**config.mk**
```make
export PLATFORM = sky130hd
export DESIGN_NAME = sal_axi_rd_resp
export DESIGN_NICKNAME = d
export VERILOG_FILES = /design/src/rtl/sal_axi_rd_resp.sv
export SDC_FILE = /design/constraint.sdc
export NUM_CORES = 1
export LEC_CHECK = 0
export BUFFER_PORTS_ARGS = -buffer_cell sky130_fd_sc_hd__buf_2
export CAP_MARGIN = 20
export CORE_MARGIN = 4
export CORE_UTILIZATION = 38
export DETAILED_ROUTE_END_ITERATION = 8
export GPL_ROUTABILITY_DRIVEN = 0
export PLACE_DENSITY = 0.54
export SETUP_SLACK_MARGIN = 0.2
export SLEW_MARGIN = 20
export SYNTH_ARGS = -nofsm -noshare
export SYNTH_HDL_FRONTEND = slang
export SYNTH_SLANG_ARGS = --single-unit
```
**constraint.sdc**
```tcl
create_clock -name clk -period 6.7 [get_ports clk]
set_input_delay 0 -clock clk [delete_from_list [all_inputs] [get_ports clk]]
set_output_delay 0 -clock clk [all_outputs]
set_load 0.02 [all_outputs]
```
**src/rtl/sal_axi_rd_resp.sv**
```systemverilog
// sal_axi_rd_resp: AXI3 read-channel target. Queues AR bursts, splits each one
// into in-order backend beat requests, buffers the returned data and emits R
// beats with RID/RRESP/RLAST under RREADY backpressure.
// Optional feature macro: SAL_AXI_RD_RESP_ERR_EN (SLVERR on reserved burst type
// or oversize arsize; when undefined rresp is always OKAY).
module sal_axi_rd_resp #(
  parameter int ID_W      = 4,
  parameter int ADDR_W    = 32,
  parameter int DATA_W    = 64,
  parameter int AR_DEPTH  = 4,
  parameter int RDB_DEPTH = 16
) (
  input  logic              clk,
  input  logic              rst,
  input  logic              arvalid,
  output logic              arready,
  input  logic [ID_W-1:0]   arid,
  input  logic [ADDR_W-1:0] araddr,
  input  logic [3:0]        arlen,
  input  logic [2:0]        arsize,
  input  logic [1:0]        arburst,
  output logic              mem_req_valid,
  input  logic              mem_req_ready,
  output logic [ADDR_W-1:0] mem_req_addr,
  input  logic              mem_rsp_valid,
  input  logic [DATA_W-1:0] mem_rsp_data,
  output logic              rvalid,
  input  logic              rready,
  output logic [ID_W-1:0]   rid,
  output logic [DATA_W-1:0] rdata,
  output logic [1:0]        rresp,
  output logic              rlast
);

  localparam logic [2:0] MAX_SZ = 3'($clog2(DATA_W / 8));
  localparam int AR_AW = $clog2(AR_DEPTH);
  localparam int RD_AW = $clog2(RDB_DEPTH);
  localparam int AR_W  = ID_W + ADDR_W + 4 + 3 + 2;
  localparam int TAG_W = ID_W + 2;

  localparam logic [1:0] BURST_FIXED = 2'b00;
  localparam logic [1:0] BURST_INCR  = 2'b01;
  localparam logic [1:0] BURST_WRAP  = 2'b10;
  localparam logic [1:0] BURST_RSVD  = 2'b11;

  typedef enum logic {IDLE, BURST} state_t;
  state_t state_q, state_d;

  // AR queue
  logic [AR_W-1:0] ar_mem [AR_DEPTH];
  logic [AR_AW:0]  ar_wr, ar_rd;
  logic            ar_full, ar_empty, ar_push, ar_pop;

  assign ar_empty = (ar_wr == ar_rd);
  assign ar_full  = (ar_wr[AR_AW] != ar_rd[AR_AW]) &&
                    (ar_wr[AR_AW-1:0] == ar_rd[AR_AW-1:0]);
  assign arready  = !rst && !ar_full;
  assign ar_push  = arvalid && arready;

  // AR queue pointers
  always_ff @(posedge clk) begin
    if (rst) begin
      ar_wr <= '0;
      ar_rd <= '0;
    end else begin
      if (ar_push) ar_wr <= ar_wr + 1'b1;
      if (ar_pop)  ar_rd <= ar_rd + 1'b1;
    end
  end

  // AR queue storage
  always_ff @(posedge clk) begin
    if (ar_push) ar_mem[ar_wr[AR_AW-1:0]] <= {arid, araddr, arlen, arsize, arburst};
  end

  // Head-of-queue decode into the effective burst actually executed
  logic [ID_W-1:0]   h_id;
  logic [ADDR_W-1:0] h_addr, h_total, h_lower;
  logic [3:0]        h_len;
  logic [2:0]        h_size, eff_size;
  logic [1:0]        h_burst, eff_burst;
  logic              h_err;

  assign {h_id, h_addr, h_len, h_size, h_burst} = ar_mem[ar_rd[AR_AW-1:0]];

  // Resolve error / clamping rules and the wrap window of the head burst
  always_comb begin
    h_err     = 1'b0;
    eff_size  = h_size;
    eff_burst = h_burst;
`ifdef SAL_AXI_RD_RESP_ERR_EN
    if (h_burst == BURST_RSVD || h_size > MAX_SZ) begin
      h_err     = 1'b1;
      eff_size  = MAX_SZ;
      eff_burst = BURST_INCR;
    end
`else
    if (h_size > MAX_SZ) eff_size = MAX_SZ;
    if (h_burst == BURST_RSVD) eff_burst = BURST_INCR;
`endif
    if (eff_burst == BURST_WRAP && !(h_len inside {4'd1, 4'd3, 4'd7, 4'd15}))
      eff_burst = BURST_INCR;
    h_total = (ADDR_W'(h_len) + 1'b1) << eff_size;
    h_lower = h_addr & ~(h_total - 1'b1);
  end

  // Active burst context
  logic [ID_W-1:0]   b_id;
  logic [ADDR_W-1:0] b_addr, b_lower, b_upper, b_next, b_incr;
  logic [3:0]        b_cnt;
  logic [2:0]        b_size;
  logic [1:0]        b_burst;
  logic              b_err, req_fire, b_last;

  assign b_incr = b_addr + (ADDR_W'(1) << b_size);
  assign b_last = (b_cnt == 4'd0);

  // Next beat address per burst type
  always_comb begin
    b_next = b_incr;
    if (b_burst == BURST_FIXED) b_next = b_addr;
    else if (b_burst == BURST_WRAP && b_incr == b_upper) b_next = b_lower;
  end

  // Load on pop, advance on each accepted backend request
  always_ff @(posedge clk) begin
    if (ar_pop) begin
      b_id    <= h_id;
      b_addr  <= h_addr;
      b_cnt   <= h_len;
      b_size  <= eff_size;
      b_burst <= eff_burst;
      b_err   <= h_err;
      b_lower <= h_lower;
      b_upper <= h_lower + h_total;
    end else if (req_fire) begin
      b_addr <= b_next;
      b_cnt  <= b_cnt - 1'b1;
    end
  end

  // Tag FIFO and data buffer; tag count = inflight + buffered beats
  logic [TAG_W-1:0]  tag_mem [RDB_DEPTH];
  logic [DATA_W-1:0] dat_mem [RDB_DEPTH];
  logic [RD_AW:0]    tag_wr, tag_rd, dat_wr, dat_rd;
  logic              tag_full, tag_empty, dat_empty, r_fire;
  logic [ID_W-1:0]   t_id;
  logic              t_last, t_err;

  assign tag_empty = (tag_wr == tag_rd);
  assign tag_full  = (tag_wr[RD_AW] != tag_rd[RD_AW]) &&
                     (tag_wr[RD_AW-1:0] == tag_rd[RD_AW-1:0]);
  assign dat_empty = (dat_wr == dat_rd);

  // FSM state register
  always_ff @(posedge clk) begin
    if (rst) state_q <= IDLE;
    else     state_q <= state_d;
  end

  // FSM next state
  always_comb begin
    state_d = state_q;
    case (state_q)
      IDLE:    if (!ar_empty) state_d = BURST;
      BURST:   if (req_fire && b_last) state_d = IDLE;
      default: state_d = IDLE;
    endcase
  end

  // FSM outputs; a request is offered only while credit remains
  always_comb begin
    ar_pop        = 1'b0;
    mem_req_valid = 1'b0;
    case (state_q)
      IDLE:    ar_pop = !ar_empty;
      BURST:   mem_req_valid = !tag_full;
      default: ;
    endcase
  end

  assign req_fire     = mem_req_valid && mem_req_ready;
  assign mem_req_addr = b_addr;

  // Tag and data FIFO pointers
  always_ff @(posedge clk) begin
    if (rst) begin
      tag_wr <= '0;
      tag_rd <= '0;
      dat_wr <= '0;
      dat_rd <= '0;
    end else begin
      if (req_fire)      tag_wr <= tag_wr + 1'b1;
      if (mem_rsp_valid) dat_wr <= dat_wr + 1'b1;
      if (r_fire) begin
        tag_rd <= tag_rd + 1'b1;
        dat_rd <= dat_rd + 1'b1;
      end
    end
  end

  // Tag and data FIFO storage
  always_ff @(posedge clk) begin
    if (req_fire)      tag_mem[tag_wr[RD_AW-1:0]] <= {b_id, b_last, b_err};
    if (mem_rsp_valid) dat_mem[dat_wr[RD_AW-1:0]] <= mem_rsp_data;
  end

  assign {t_id, t_last, t_err} = tag_mem[tag_rd[RD_AW-1:0]];
  assign rvalid = !tag_empty && !dat_empty;
  assign r_fire = rvalid && rready;
  assign rid    = rvalid ? t_id : '0;
  assign rlast  = rvalid && t_last;
  assign rresp  = (rvalid && t_err) ? 2'b10 : 2'b00;
  assign rdata  = rvalid ? dat_mem[dat_rd[RD_AW-1:0]] : '0;

endmodule

```
==> results.toml, run 1 <==
[status]
status = "complete, no violations"

[synth]
yosys.cell_types.count = 89
synth-compound-area-share_pct = 1.87
ys_seq_elements = 1430
yosysWarnings = 0
synthSimpleGateAreaFrac_pct = 4.13
syn_avg_cell_area_um2 = 20.6
synthAdderAreaFrac_pct = 0.837
ys_seq_area_share_pct = 73.8
synth_edf_count = 1393
synth_async_sr_flop_share_pct = 0
netlist_area_mm2 = 0.0577
muxShareOfSynthArea_pct = 16.1
synth_top_family_by_area = "multiplexers"
synth_xor_area_share_pct = 2.11
synth_ff_type = "edfxtp_1"
syn_inst = 2799

[floorplanning]
dieArea_mm2 = 0.158
start_util_pct = 38.4
die_x_um = 398
rows = 142
die_h_um = 398
io_pins = 221
core_mm2 = 0.150

[min_path]
hold_depth = 2
hold_class = "input pin to flip-flop"

[critical_path]
worstPathArrival_ns = 6.26
cp.required_ns = 7.18
start_kind = "flip-flop"
worstRegToRegCells = 16
crit_path_max_fanout = 16
path_class = "flip-flop to flip-flop"
reg2reg_slack_ns = 0.92
cp-end-kind = "flip-flop"

[cts]
clock-sinks = 1430
clockBufferDepth = 3
clkLatencyLatePin_ns = 0.77
ctsResizeCount = 0
cts_buffers = 152
root_buffer = "clkbuf_16"
clk_pin_slew_ns = 0.06
cts_tree = "done"
h-tree-depth = 4

[global_route]
grt_pass1_wl_um = 201000
track_usage_pct = 17.2
grt-ovfl-total = 0
grt_pass1_vias = 30000
grt_antenna_before_repair = 6
grt_max_degree = 143

[final_layout]
syn_to_final_growth_pct = 17.3
layout-drive-gt1-share_pct = 27.2
mostFrequentLayoutCell = "edfxtp_1"
layout_common_cells = "1393 x edfxtp_1, 391 x mux4_2, 218 x buf_2, 160 x dlygate4sd3_1, 154 x clkbuf_16"
fillers = 12800
final_util_pct = 45.0
num-nets-final = 3397

[placement]
hpwl_um = 76700
portBuffers = 218

[sta]
setup_viol = 0
rsz0062_at_grt = "no"
fin_crit_sh_pct = 86.3
finalHoldViolations = 0
worstMarginPinSlew_ns = 1.07
slew_violations = 0
final.setup.tns_ns = 0
fin_crit_ns = 5.78
relSlewSlack_pct = 28.6
hold_ws_ns = 0.159
clock_skew_ns = 0.0430
max_freq_mhz = 173

[flow_run]
maxCapViolCount = 0

[detailed_routing]
wl_um = 136000
wl_per_cell_um = 25.2
drc = 0
firstDrtPassIters = 5
dr_total_vias = 28500
viasPerCell = 5.29
ant_nets = 0
drt_iter0_drc = 2239

[power]
power_w = 0.0233
power_leakage_nw = 21.5
power_density_mw_per_mm2 = 345
peakVddDrop_mv = 0.340
final timing paths:
check | start | endpoint
worst max-delay path | flip-flop | b_upper[14]
worst min-delay path | mem_rsp_data[22] | dat_mem[3][22]
worst max register to register | flip-flop | b_upper[14]
worst min register to register | tag_rd[4] | tag_rd[4]
Yosys cell counts, types with 30 or more instances:
library cell	instances	area share, %
o21ai_1	31	0.27
mux2i_1	34	0.59
ha_1	37	0.80
buf_1	30	0.20
nand2_1	86	0.56
xor2_1	56	0.85
nor2b_1	78	0.85
mux4_2	391	15
inv_1	39	0.25
nor2_1	85	0.55
clkbuf_1	86	0.56
and2_1	45	0.49
edfxtp_1	1393	72
xnor2_1	65	0.99
dfxtp_1	37	1.3
critical path, cell delays in order, from the launching register on:
cell and delay, ns:
dfxtp_4 0.52, mux4_2 0.70, nor2_1 0.60, inv_2 0.18
or3_1 0.39, ha_1 0.24, and3_1 0.25, nand2_1 0.38
and2_1 0.22, ha_1 0.27, nand3_1 0.10, nor4_1 0.43
a31oi_1 0.18, or3b_1 0.44, o31ai_4 0.14, nand2_1 0.11
mux2_1 0.34
metrics by stage:
step / setup slack, ns / cells / cell area [um2]
after floorplan: 1.75 / 2805 / 57700
after global placement: 1.25 / 4946 / 61300
after detailed placement: 1.04 / 4946 / 61300
after CTS: 1.02 / 5380 / 67700
after global routing: 0.659 / 5380 / 67700
final: 0.920 / 5383 / 67700
area by class of cell:
cell class | count | area, um2 | share of cell area (%)
clock inverters | 85 | 843 | 1.25
repair buffers | 418 | 3060 | 4.52
multi-input cells | 1202 | 14500 | 21.5
diodes | 3 | 7.51 | 0.0111
flip-flops and latches | 1430 | 42600 | 62.9
inverters | 40 | 150 | 0.222
clock buffers | 189 | 4000 | 5.90
well taps | 2016 | 2520 | 3.73
metal layers:
| layer | track usage, % | wire length [um] | part of all wire, % | vias up |
|---|---|---|---|---|
| li1 | - | - | - | 12400 |
| met1 | 23.5 | 58400 | 43 | 15100 |
| met2 | 28.4 | 67000 | 49 | 777 |
| met3 | 3.29 | 7080 | 5.2 | 225 |
| met4 | 4.50 | 3160 | 2.3 | 0 |
| met5 | 0 | 0 | 0 | - |
kinds of logic after synthesis:
| kind of cell | Yosys count |
|---|---|
| adders and majority gates | 38 |
| AOI/OAI and AO/OA | 157 |
| xor gates and xnor gates | 128 |
| muxes | 436 |
| other | 2 |
| buffers and inverters | 173 |
| DFF | 1430 |
| and+or+nand+nor | 435 |
what timing repair did:
| action | CTS | global route |
|---|---|---|
| hold buffers | 160 | 0 |
| endpoints found under the setup margin | 0 | 0 |
| buffers inserted | 0 | 0 |
| hold endpoints to repair | 1241 | 0 |
state kept, by name (all words and copies together), names as in the netlist, named ones only:
name	cells
ar_mem	180
ar_rd	3
ar_wr	3
b_burst	2
b_cnt	4
b_id	4
b_lower	32
b_size	3
b_upper	32
dat_mem	1024
dat_rd	5
dat_wr	5
mem_req_addr	32
state_q	1
tag_mem	80
tag_rd	5
tag_wr	5
power by group:
group	total [W]	internal [W]	switching [W]	leakage, nW
logic	0.00418	0.00166	0.00253	6.22
clock network	0.00807	0.00462	0.00345	2.32
registers	0.0111	0.0107	0.000432	13.0
No activity file was read; power rests on OpenSTA's default activity.
==> run 2: changes to the inputs <==
Settings changed: PLACE_DENSITY 0.54 to not set, PLACE_DENSITY_LB_ADDON set to 0.25.
Clock period 6.7 ns to 6.35 ns, I/O delays scaled along.
==> results.toml, run 2 (same netlist as run 1, synthesis figures left out) <==
[min_path]
hold_class = "input pin to flip-flop"

[cts]
cts_tree = "done"
h-tree-depth = 4
root_buffer = "clkbuf_16"
clock-sinks = 1430
clkLatencyLatePin_ns = 0.77
clk_pin_slew_ns = 0.06
cts_buffers = 150
post_cts_buffers = 0
clockBufferDepth = 3

[final_layout]
regArea_mm2 = 0.0426
fillers = 12800
layout_common_cells = "1393 x edfxtp_1, 391 x mux4_2, 218 x buf_2, 160 x dlygate4sd3_1, 151 x clkbuf_16"
num-nets-final = 3399
largest_reg_flops = 1024
mostFrequentLayoutCell = "edfxtp_1"
multi_input_area_mm2 = 0.0145
syn_to_final_growth_pct = 17.1
layout-drive-gt1-share_pct = 27.4

[detailed_routing]
wl_um = 135000
ant_nets = 0
drt_iter0_drc = 2330
firstDrtPassIters = 5
viasPerCell = 5.30
wl_per_cell_um = 25.0
dr_total_vias = 28500
drc = 0

[floorplanning]
io_pins = 221
start_util_pct = 38.4
die_x_um = 398
rows = 142
die_h_um = 398
dieArea_mm2 = 0.158
core_mm2 = 0.150

[global_route]
grt_pass1_wl_um = 201000
grt-ovfl-total = 0
grt_max_degree = 136
grt_pass1_vias = 30400
track_usage_pct = 17.1
grt_antenna_before_repair = 6

[sta]
worstMarginPinSlew_ns = 1.05
finalHoldViolations = 0
hold_ws_ns = 0.160
fin_crit_sh_pct = 89.2
setup_viol = 0
max_freq_mhz = 177
rsz0062_at_grt = "no"
clock_skew_ns = 0.0489
fin_crit_ns = 5.66
slew_violations = 0
final.setup.tns_ns = 0
relSlewSlack_pct = 30.3

[placement]
portBuffers = 218
hpwl_um = 76500

[critical_path]
critPathBufInv = 2
slowest_delay_ns = 0.66
cp-end-kind = "flip-flop"
cp_cell_sequence = "buf_4, mux4_2, nor2_4, inv_1, a21oi_1, nor2_1, a2111oi_4, nand2_1, and2_1, ha_1, nand3_1, nor4_1, a21o_1, a31o_2, a31oi_4, and4bb_1, xor2_1"
crit_path_max_fanout = 15
path_class = "flip-flop to flip-flop"
start_kind = "flip-flop"
crit_family = "compound AO/OA/AOI/OAI gates"
critical-path-slowest-cell = "mux4_2"
cp.required_ns = 6.85
worstPathArrival_ns = 6.16

[power]
peakVddDrop_mv = 0.327
power_density_mw_per_mm2 = 362
power_leakage_nw = 21.5

[status]
status = "complete, no violations"

[flow_run]
maxCapViolCount = 0
## run 2: layer usage
metal	up-vias	wire [um]	GRT usage (%)
met5	-	0	0
met2	846	67600	29.0
met1	15100	56300	22.6
met3	199	8100	3.70
li1	12400	-	-
met4	0	2700	4.18
## run 2: path summary, 6_finish.rpt
| path | startpoint | end | slack [ns] | depth (start not counted) |
|---|---|---|---|---|
| worst min register to register | dat_rd[4] | dat_rd[4] | 0.54 | 2 |
| worst max register to register | flip-flop | b_upper[31] | 0.69 | 17 |
| worst max-delay path | flip-flop | b_upper[31] | 0.69 | 17 |
| worst min-delay path | mem_rsp_data[52] | dat_mem[14][52] | 0.16 | 2 |
## run 2: area by class of cell
cell class,count,share of cell area [%]
timing repair buffer,422,4.53
antenna,3,0.0111
multi-input combinational,1202,21.5
clock buffer,186,5.83
inverter,40,0.222
sequential,1430,63.0
tap,2016,3.73
clock inverter,82,1.17
## run 2: where the power goes
part | internal [W] | switching [W]
clock | 0.00474 | 0.00363
combinational | 0.00174 | 0.00268
sequential | 0.0112 | 0.000431
## run 2: per-stage QoR
step	cells	util [%]	setup slack, ns	instance area (um2)	total power [W]
floorplan	2805	-	1.40	57700	0.0148
global placement	4949	40.8	0.773	61300	0.0161
detailed placement	4949	40.8	0.503	61300	0.0162
CTS	5377	45.0	0.479	67600	0.0247
global route	5378	45.0	0.295	67600	0.0256
finish	5381	45.0	0.689	67600	0.0245
## run 2: timing repair
item / in CTS / in global routing
resized for setup: 0 / 1
hold buffers: 160 / 0
hold endpoints to repair: 1241 / 0
endpoints found under the setup margin: 0 / 11
==> run 3: changes to the inputs <==
Settings changed: CORE_UTILIZATION 38 to 29, RECOVER_POWER set to 100.
==> results.toml, run 3 (same netlist as run 1, synthesis figures left out) <==
[final_layout]
num-nets-final = 3402
largest_reg_flops = 1024
mostFrequentLayoutCell = "edfxtp_1"
final_area_mm2 = 0.0682
layout_common_cells = "1393 x edfxtp_1, 391 x mux4_2, 209 x clkbuf_1, 160 x dlygate4sd3_1, 155 x clkbuf_16"
fillers = 18600
layout-drive-gt1-share_pct = 21.4
final_util_pct = 34.5
syn_to_final_growth_pct = 18.2

[floorplanning]
rows = 163
die_x_um = 454
start_util_pct = 29.2
die_h_um = 454
dieArea_mm2 = 0.206
core_mm2 = 0.198
io_pins = 221

[critical_path]
worstPathArrival_ns = 6.24
crit_family = "simple AND/OR/NAND/NOR gates"
path_class = "flip-flop to flip-flop"
cp.required_ns = 6.84
reg2reg_slack_ns = 0.61
critical-path-slowest-cell = "nor4_1"
cp_cell_sequence = "nor3b_1, ha_1, a211oi_1, o21ai_0, nor2b_1, o311ai_0, xnor2_1, nand2_1, or4_4, nor4_1, buf_12, mux2_2, mux2_2"
slowest_delay_ns = 1.09
start_kind = "flip-flop"
critPathBufInv = 1
cp-end-kind = "flip-flop"
reg2reg_to = "mem_req_addr[6]"
crit_path_max_fanout = 29
worstRegToRegCells = 13
cpMostUsedCell = "mux2_2"
r2r-start = "b_size[1]"

[sta]
rsz0062_at_grt = "no"
setup_viol = 0
slew_violations = 1146
final.setup.tns_ns = 0
finalHoldViolations = 0
clock_skew_ns = 0.0644
fin_crit_sh_pct = 90.5
fin_crit_ns = 5.74
relSlewSlack_pct = -209
max_freq_mhz = 174
worstMarginPinSlew_ns = 4.63
hold_ws_ns = 0.236

[min_path]
hold_class = "input pin to flip-flop"
hold_depth = 4
min_to = "dat_wr[0]"
min_from = "mem_rsp_valid"

[cts]
clkLatencyLatePin_ns = 0.78
cts_tree = "done"
cts_buffers = 154
clock-sinks = 1430
h-tree-depth = 4
root_buffer = "clkbuf_16"
clockBufferDepth = 3
clk_pin_slew_ns = 0.06

[detailed_routing]
wl_per_cell_um = 23.6
firstDrtPassIters = 5
ant_nets = 0
dr_total_vias = 28100
drc = 0
viasPerCell = 4.68
wl_um = 142000
drt_iter0_drc = 2467

[flow_run]
maxCapViolCount = 32

[global_route]
grt-ovfl-total = 0
grt_antenna_before_repair = 11
grt_max_degree = 138
grt_pass1_vias = 29400
grt_pass1_wl_um = 208000
track_usage_pct = 13.7

[status]
violations = "max-capacitance violations, max-slew violations"
status = "finished, violations left"

[power]
power_leakage_nw = 20.8
power_density_mw_per_mm2 = 363
peakVddDrop_mv = 0.389

[placement]
portBuffers = 218
place_area_mm2 = 0.0621
hpwl_um = 79000
## run 3: cell count changes in the layout (fill, tap and decap cells not counted), moves of 28 or more
cell	delta
clkbuf_1	+177
buf_2	-170
and2_0	+40
buf_4	-29
o21ai_0	+28
o21ai_1	-28
## run 3: layer usage
metal | global-route usage, % | vias to the layer above | part of all wire (%)
met4 | 4.11 | 2 | 2.5
li1 | - | 12400 | -
met5 | 0 | - | 0.012
met1 | 18.7 | 14900 | 45
met2 | 22.5 | 640 | 49
met3 | 2.33 | 211 | 4.1
## run 3: tightest hold or removal path: cells and delay by family
| kind | cells | cell delay, ns |
|---|---|---|
| AND/OR/NAND/NOR | 1 | 0.07 |
| buffers and inverters | 2 | 0.81 |
| XOR/XNOR | 1 | 0.09 |
## run 3: area by class of cell
cell class | instances | area, um2 | area share [%]
Inverter | 40 | 150 | 0.220
Tap cell | 2640 | 3300 | 4.84
Timing Repair Buffer | 421 | 2820 | 4.13
Clock buffer | 188 | 4000 | 5.87
Clock inverter | 85 | 911 | 1.33
Sequential cell | 1430 | 42600 | 62.4
Antenna cell | 5 | 12.5 | 0.0183
Multi-Input combinational cell | 1202 | 14400 | 21.2
## run 3: per-stage QoR
step	instances	worst slack, ns	total power [W]
floorplan	2805	1.40	0.0148
global placement	5573	0.778	0.0163
detailed placement	5573	0.778	0.0163
CTS	6006	0.777	0.0252
global route	6007	0.189	0.0259
finish	6011	0.605	0.0248
## run 3: how the worst max path moves through the flow
stage                                  to  depth (start not counted)  slack (ns)       from
after floorplan               b_upper[14]                         19        1.40  flip-flop
after global placement        b_upper[14]                         19        0.78  flip-flop
after detailed placement      b_upper[31]                         16        0.78  flip-flop
after CTS                     b_upper[31]                         16        0.78  flip-flop
after global routing          b_upper[14]                         11        0.19  flip-flop
final                     mem_req_addr[6]                         13        0.61  b_size[1]
## run 3: power by group
part / switching (W) / internal (W) / leakage (nW) / total (W)
registers: 0.000494 / 0.0113 / 13.0 / 0.0118
logic: 0.00263 / 0.00167 / 5.53 / 0.00430
clock network: 0.00379 / 0.00490 / 2.35 / 0.00870
total: 0.00691 / 0.0179 / 20.8 / 0.0248
## run 3: repair_timing
item | in CTS | in global routing
buffers inserted | 0 | 0
hold endpoints to repair | 1244 | 0
resized for setup | 0 | 0
hold buffers | 160 | 0
